`src/rtl/prod_arbiter_fsm.sv`:
```
// prod_arbiter_fsm: arbitrates N_CH producers into one buffer write port.
// Each channel has a start button. A common stop button and buffer full/empty
// back-pressure control the flow. A channel can be switched while running.
// The led output shows the state one-hot.
// Optional macro DRAIN_TIMEOUT_EN adds a drain watchdog that forces IDLE
// after TIMEOUT_CYC cycles in DRAIN. Without the macro, drain_timeout is tied to 0.
module prod_arbiter_fsm #(
  parameter int N_CH        = 2,
  parameter int W           = 16,
  parameter int CHW         = 3,
  parameter int TIMEOUT_CYC = 1000000
) (
  input  logic                clk,
  input  logic                rst,
  input  logic [N_CH-1:0]     start_req,
  input  logic                stop_req,
  input  logic                buffer_full,
  input  logic                buffer_empty,
  input  logic                data_valid_2,
  input  logic [N_CH*W-1:0]   prod_data,
  output logic [N_CH-1:0]     prod_en,
  output logic [W-1:0]        data_1,
  output logic                data_1_en,
  output logic [CHW-1:0]      active_ch,
  output logic [3:0]          led,
  output logic                drain_timeout
);

  typedef enum logic [1:0] {
    S_IDLE  = 2'd0,
    S_COMM  = 2'd1,
    S_WAIT  = 2'd2,
    S_DRAIN = 2'd3
  } state_t;

  state_t          state_q, state_d;
  logic [CHW-1:0]  ch_sel_q, ch_sel_d;

  // Button history plus the registered rising edges. The registered edges
  // drive the FSM, so a button acts one cycle after its level is sampled.
  logic [N_CH-1:0] start_prev_q, start_edge_q;
  logic            stop_prev_q, stop_edge_q;

  logic            any_start;
  logic            other_start;
  logic [CHW-1:0]  winner;
  logic [N_CH-1:0] sel_onehot;
  logic            drain_exit;
  logic            in_comm;
  logic [W-1:0]    data_mux;

  // An impossible parameter set leaves a visible marker in the hierarchy.
  // Elaboration stays quiet because the counter below may not be built.
  if (N_CH < 2 || N_CH > 8 || (1 << CHW) < N_CH || TIMEOUT_CYC < 1) begin : g_cfg_invalid
  end

  // Edge detectors: prev resets low, so a button held through reset gives one edge
  always_ff @(posedge clk or posedge rst) begin
    if (rst) begin
      start_prev_q <= '0;
      start_edge_q <= '0;
      stop_prev_q  <= 1'b0;
      stop_edge_q  <= 1'b0;
    end else begin
      start_prev_q <= start_req;
      start_edge_q <= start_req & ~start_prev_q;
      stop_prev_q  <= stop_req;
      stop_edge_q  <= stop_req & ~stop_prev_q;
    end
  end

  // One-hot decode of the selected channel. This drives both the enables and the data mux.
  for (genvar gi = 0; gi < N_CH; gi++) begin : g_sel
    assign sel_onehot[gi] = (ch_sel_q == CHW'(gi));
  end

  // Highest-index start edge wins when several arrive together
  always_comb begin
    winner = '0;
    for (int i = 0; i < N_CH; i++) begin
      if (start_edge_q[i]) begin
        winner = CHW'(i);
      end
    end
  end

  assign any_start   = |start_edge_q;
  // A start edge on any channel other than the current one requests a switch
  assign other_start = |(start_edge_q & ~sel_onehot);
  assign drain_exit  = buffer_empty & ~data_valid_2;

`ifdef DRAIN_TIMEOUT_EN
  // The watchdog limit is held in the narrowest counter that can reach TIMEOUT_CYC-1
  localparam int CNTW = (TIMEOUT_CYC > 2) ? $clog2(TIMEOUT_CYC) : 1;
  localparam logic [CNTW-1:0] WD_LIMIT = CNTW'(TIMEOUT_CYC - 1);

  logic [CNTW-1:0] wd_cnt_q, wd_cnt_d;
  logic            wd_fire;
  logic            drain_timeout_q;
`endif

  // Next-state and channel-select logic
  always_comb begin
    state_d  = state_q;
    ch_sel_d = ch_sel_q;
`ifdef DRAIN_TIMEOUT_EN
    wd_fire  = 1'b0;
`endif
    case (state_q)
      S_IDLE: begin
        if (any_start) begin
          state_d  = S_COMM;
          ch_sel_d = winner;
        end
      end
      S_COMM: begin
        if (stop_edge_q) begin
          state_d = S_DRAIN;
        end else if (other_start) begin
          ch_sel_d = winner;
        end else if (buffer_full) begin
          state_d = S_WAIT;
        end
      end
      S_WAIT: begin
        if (stop_edge_q) begin
          state_d = S_DRAIN;
        end else if (other_start) begin
          ch_sel_d = winner;
        end else if (!buffer_full) begin
          state_d = S_COMM;
        end
      end
      S_DRAIN: begin
        if (drain_exit) begin
          state_d = S_IDLE;
`ifdef DRAIN_TIMEOUT_EN
        end else if (wd_cnt_q == WD_LIMIT) begin
          state_d = S_IDLE;
          wd_fire = 1'b1;
`endif
        end
      end
      default: begin
        state_d = S_IDLE;
      end
    endcase
  end

`ifdef DRAIN_TIMEOUT_EN
  // The counter advances only while the FSM stays in DRAIN.
  // Every fresh entry starts it again from zero.
  always_comb begin
    wd_cnt_d = '0;
    if (state_q == S_DRAIN && state_d == S_DRAIN) begin
      wd_cnt_d = wd_cnt_q + 1'b1;
    end
  end

  // Watchdog counter and its one-cycle timeout pulse
  always_ff @(posedge clk or posedge rst) begin
    if (rst) begin
      wd_cnt_q        <= '0;
      drain_timeout_q <= 1'b0;
    end else begin
      wd_cnt_q        <= wd_cnt_d;
      drain_timeout_q <= wd_fire;
    end
  end

  assign drain_timeout = drain_timeout_q;
`else
  assign drain_timeout = 1'b0;
`endif

  // State and channel-select registers
  always_ff @(posedge clk or posedge rst) begin
    if (rst) begin
      state_q  <= S_IDLE;
      ch_sel_q <= '0;
    end else begin
      state_q  <= state_d;
      ch_sel_q <= ch_sel_d;
    end
  end

  assign in_comm = (state_q == S_COMM);

  // Enables come only from the registered one-hot select.
  // Because of this, two enables can never be high together.
  for (genvar gi = 0; gi < N_CH; gi++) begin : g_en
    assign prod_en[gi] = in_comm & sel_onehot[gi] & ~buffer_full;
  end

  // AND-OR data mux: only the selected slice passes, and only while in COMM
  always_comb begin
    data_mux = '0;
    for (int i = 0; i < N_CH; i++) begin
      if (in_comm && sel_onehot[i]) begin
        data_mux = data_mux | prod_data[i*W +: W];
      end
    end
  end

  assign data_1    = data_mux;
  assign data_1_en = |prod_en;
  assign active_ch = ch_sel_q;
  assign led       = {state_q == S_DRAIN, state_q == S_WAIT,
                      state_q == S_COMM,  state_q == S_IDLE};

endmodule

```
`config.mk`:
```
export PLATFORM = sky130hd
export DESIGN_NAME = prod_arbiter_fsm
export DESIGN_NICKNAME = d
export VERILOG_FILES = /design/src/rtl/prod_arbiter_fsm.sv
export SDC_FILE = /design/constraint.sdc
export NUM_CORES = 1
export LEC_CHECK = 0
export CORE_MARGIN = 4
export CORE_UTILIZATION = 32
export DETAILED_ROUTE_END_ITERATION = 7
export PLACE_DENSITY = 0.86
export SLEW_MARGIN = 25
export SYNTH_ARGS = -nofsm -noshare
export SYNTH_HDL_FRONTEND = slang
export SYNTH_SLANG_ARGS = --single-unit
```
`constraint.sdc`:
```
create_clock -name clk -period 2.9 [get_ports clk]
set_input_delay 0.435 -clock clk [delete_from_list [all_inputs] [get_ports clk]]
set_output_delay 0.435 -clock clk [all_outputs]
set_load 0.1 [all_outputs]
```
==> impl_metrics.csv <==
group,metric,value,unit
clock_tree,post-cts-setup-buffers,0,
sta,slew_headroom,62.8,%
die,io_pins,67,
sta,whs,0.394,ns
global_routing,grt_pass1_wl,3790,µm
clock_tree,htreeDepth,1,
sta,setup_tns,0,ns
clock_tree,hold_buffers,0,
sta,finalSetupViolCount,0,
worst_setup_path,cp-startpoint,"state_q[1]",
place,dp_hpwl,2440,µm
clock_tree,cts_tree,"yes",
synth,syn_area,689,µm²
place,gp_congestion,0.720,
synth,synth_top_family_by_area,"compound AO/OA/AOI/OAI gates",
die,core-area,2000,µm²
drt,via_per_inst,4.85,
clock_tree,cts.sinks,9,
drt,routedWlPerCell,16.7,µm
worst_setup_path,cp-start-kind,"flip-flop",
global_routing,grt_usage,18.4,%
drt,firstDrtPassIters,4,
synth,ys_seq_elements,9,
final_layout,syn2layout_area_growth,116,%
clock_tree,path_clk_slew,0.06,ns
synth,syn_area_per_cell,9.44,µm²
worst_setup_path,crit_end,"data_1[14]",
sta,hold_viol,0,
place,placed_cells,158,
global_routing,grt_max_degree,17,
synth,synth_fa_ha_area_share,9.07,%
global_routing,overflow,0,
synth,synth_compound_area_share,31.0,%
sta,tightest_slew,0.559,ns
synth,yosys.cell_types.count,24,
worst_setup_path,crit_fanout,16,
clock_tree,postCtsResizedCells,0,
synth,synth_top_area_share,32.7,%
clock_tree,clkLatencyLatePin,0.25,ns
final_layout,final_common_cell,"clkdlybuf4s50_1",
worst_setup_path,crit_path_end_kind,"output pin",
status,status,"completed",
flow_run,max-cap-violations,0,
synth,synth.area.top_cells,"dfrtp_1, a22o_1, ha_1, nor2b_1, mux2i_1",
final_layout,fin_util,74.4,%
drt,route.antenna.remaining_nets,0,
clock_tree,cts_buffers,3,
worst_setup_path,r2r_start,"state_q[0]",
worst_setup_path,cp_data_arrival_time,2.00,ns
final_layout,fillers,142,
sta,rsz0062_at_grt,"false",
synth,yosys.area_share.simple,12.3,%
final_layout,layoutNonFillerInstCount,162,
die,start_util,34.4,%
place,io_buffer_count,63,
drt,drc,0,
clock_tree,cts-root-buf,"clkbuf_4",
drt,finalWirelength,2710,µm
clock_tree,ctsLongestPathBuffers,2,
die,row_count,16,
synth,synthXorXnorAreaFrac,0,%
global_routing,grt_pass1_vias,802,
drt,vias,785,
sta,skew,0.000662,ns
final_layout,diodes,0,
die,dieHeight,54.4,µm
worst_setup_path,criticalPathCategory,"reg -> out",
worst_setup_path,rr_worst_depth,6,
synth,yosysSeqAreaShare,32.7,%
sta,drv_slew,0,
synth,yosysTopAreaCell,"dfrtp_1",
worst_setup_path,r2r_end,"state_q[1]",
die,dieArea,2960,µm²
sta,finalCritPeriodShare,83.9,%
hold_path,hold_path.class,"reg -> reg",
synth,yosysWarnings,0,
final_layout,drive_gt1_share,23.0,%
sta,layout_min_cycle_time,2.43,ns
final_layout,layout_common_cells,"clkdlybuf4s50_1, a22o_1, buf_12",
worst_setup_path,cp_data_required_time,2.47,ns
die,die_x,54.4,µm
sta,max_freq,0.411,GHz
drt,drt_iter0_drc,7,
synth,synthMuxAreaShare,4.36,%
global_routing,grt_antenna_before_repair,0,
final_layout,fin_nets,181,
synth,synth_cells,73,
worst_setup_path,r2r_slack,1.21,ns
==> critical path, cell delays in order (launching register included) <==
cell	delay, ns
dfrtp_1	0.42
inv_1	0.13
ha_1	0.21
and2_1	0.50
a22o_1	0.29
buf_12	0.19
==> sequential cells by signal, summed over array words and instances (netlist names) <==
name / cells
start_edge_q: 2
start_prev_q: 2
state_q: 2
active_ch: 1
stop_edge_q: 1
stop_prev_q: 1
==> through the flow <==
stage                     area, µm²  setup WS (ns)
after floorplan                 701       -0.00413
after global placement         1460          0.798
after detailed placement       1460          0.726
after CTS                      1490          0.427
after global routing           1490          0.323
final                          1490          0.467
==> worst min-delay path by stage <==
stage,start,endpoint,slack [ns],cells past startpoint
finish,start_prev_q[1],start_edge_q[1],0.39,1
global route,start_prev_q[0],start_edge_q[0],0.40,1
CTS,start_prev_q[1],start_edge_q[1],0.40,1
detailed placement,start_prev_q[1],start_edge_q[1],0.39,1
global placement,start_prev_q[0],start_edge_q[0],0.38,1
floorplan,rst,active_ch[0],0.26,1
==> Yosys cell counts <==
master and n:
o21ai_0 2, clkinv_1 1, a22o_2 1, buf_4 4, dfrtp_1 9, mux2i_1 3, buf_2 4, nand2b_1 1
a22o_1 16, o21bai_1 1, nor2b_1 5, nor2_1 3, a21oi_1 2, conb_1 1, o221ai_2 1, ha_1 5
o22ai_1 1, o21a_1 1, or3b_1 1, and2_1 1, inv_1 4, a211oi_1 1, nand2_1 4, or2_1 1
==> per-layer routing <==
layer / routed length [µm] / track usage [%] / up-vias
met4: 0 / 6.22 / 0
met5: 0 / 0 / -
li1: - / - / 383
met3: 335 / 5.18 / 0
met1: 931 / 15.9 / 353
met2: 1440 / 38.6 / 49
==> final cells by class <==
cell class	count	area, µm²	share of cell area, %
clock buffer	4	26.3	1.76
inverter	5	18.8	1.26
sequential	9	225	15.1
tap	27	33.8	2.27
timing repair buffer	64	778	52.3
multi-input combinational	53	407	27.3
==> cells by family (layout without fill, tap and decap cells) <==
family	count (synthesis)	after routing
AO/OA/AOI/OAI	26	26
adder cells (fa/ha/maj)	5	5
buffers and inverters	13	73
flip-flops	9	9
multiplexers	3	3
other	1	3
AND/OR/NAND/NOR	16	16
Power is left out: the tool's default activity adds up to more than one toggle a clock period on the data nets, which glitch-free logic cannot reach.
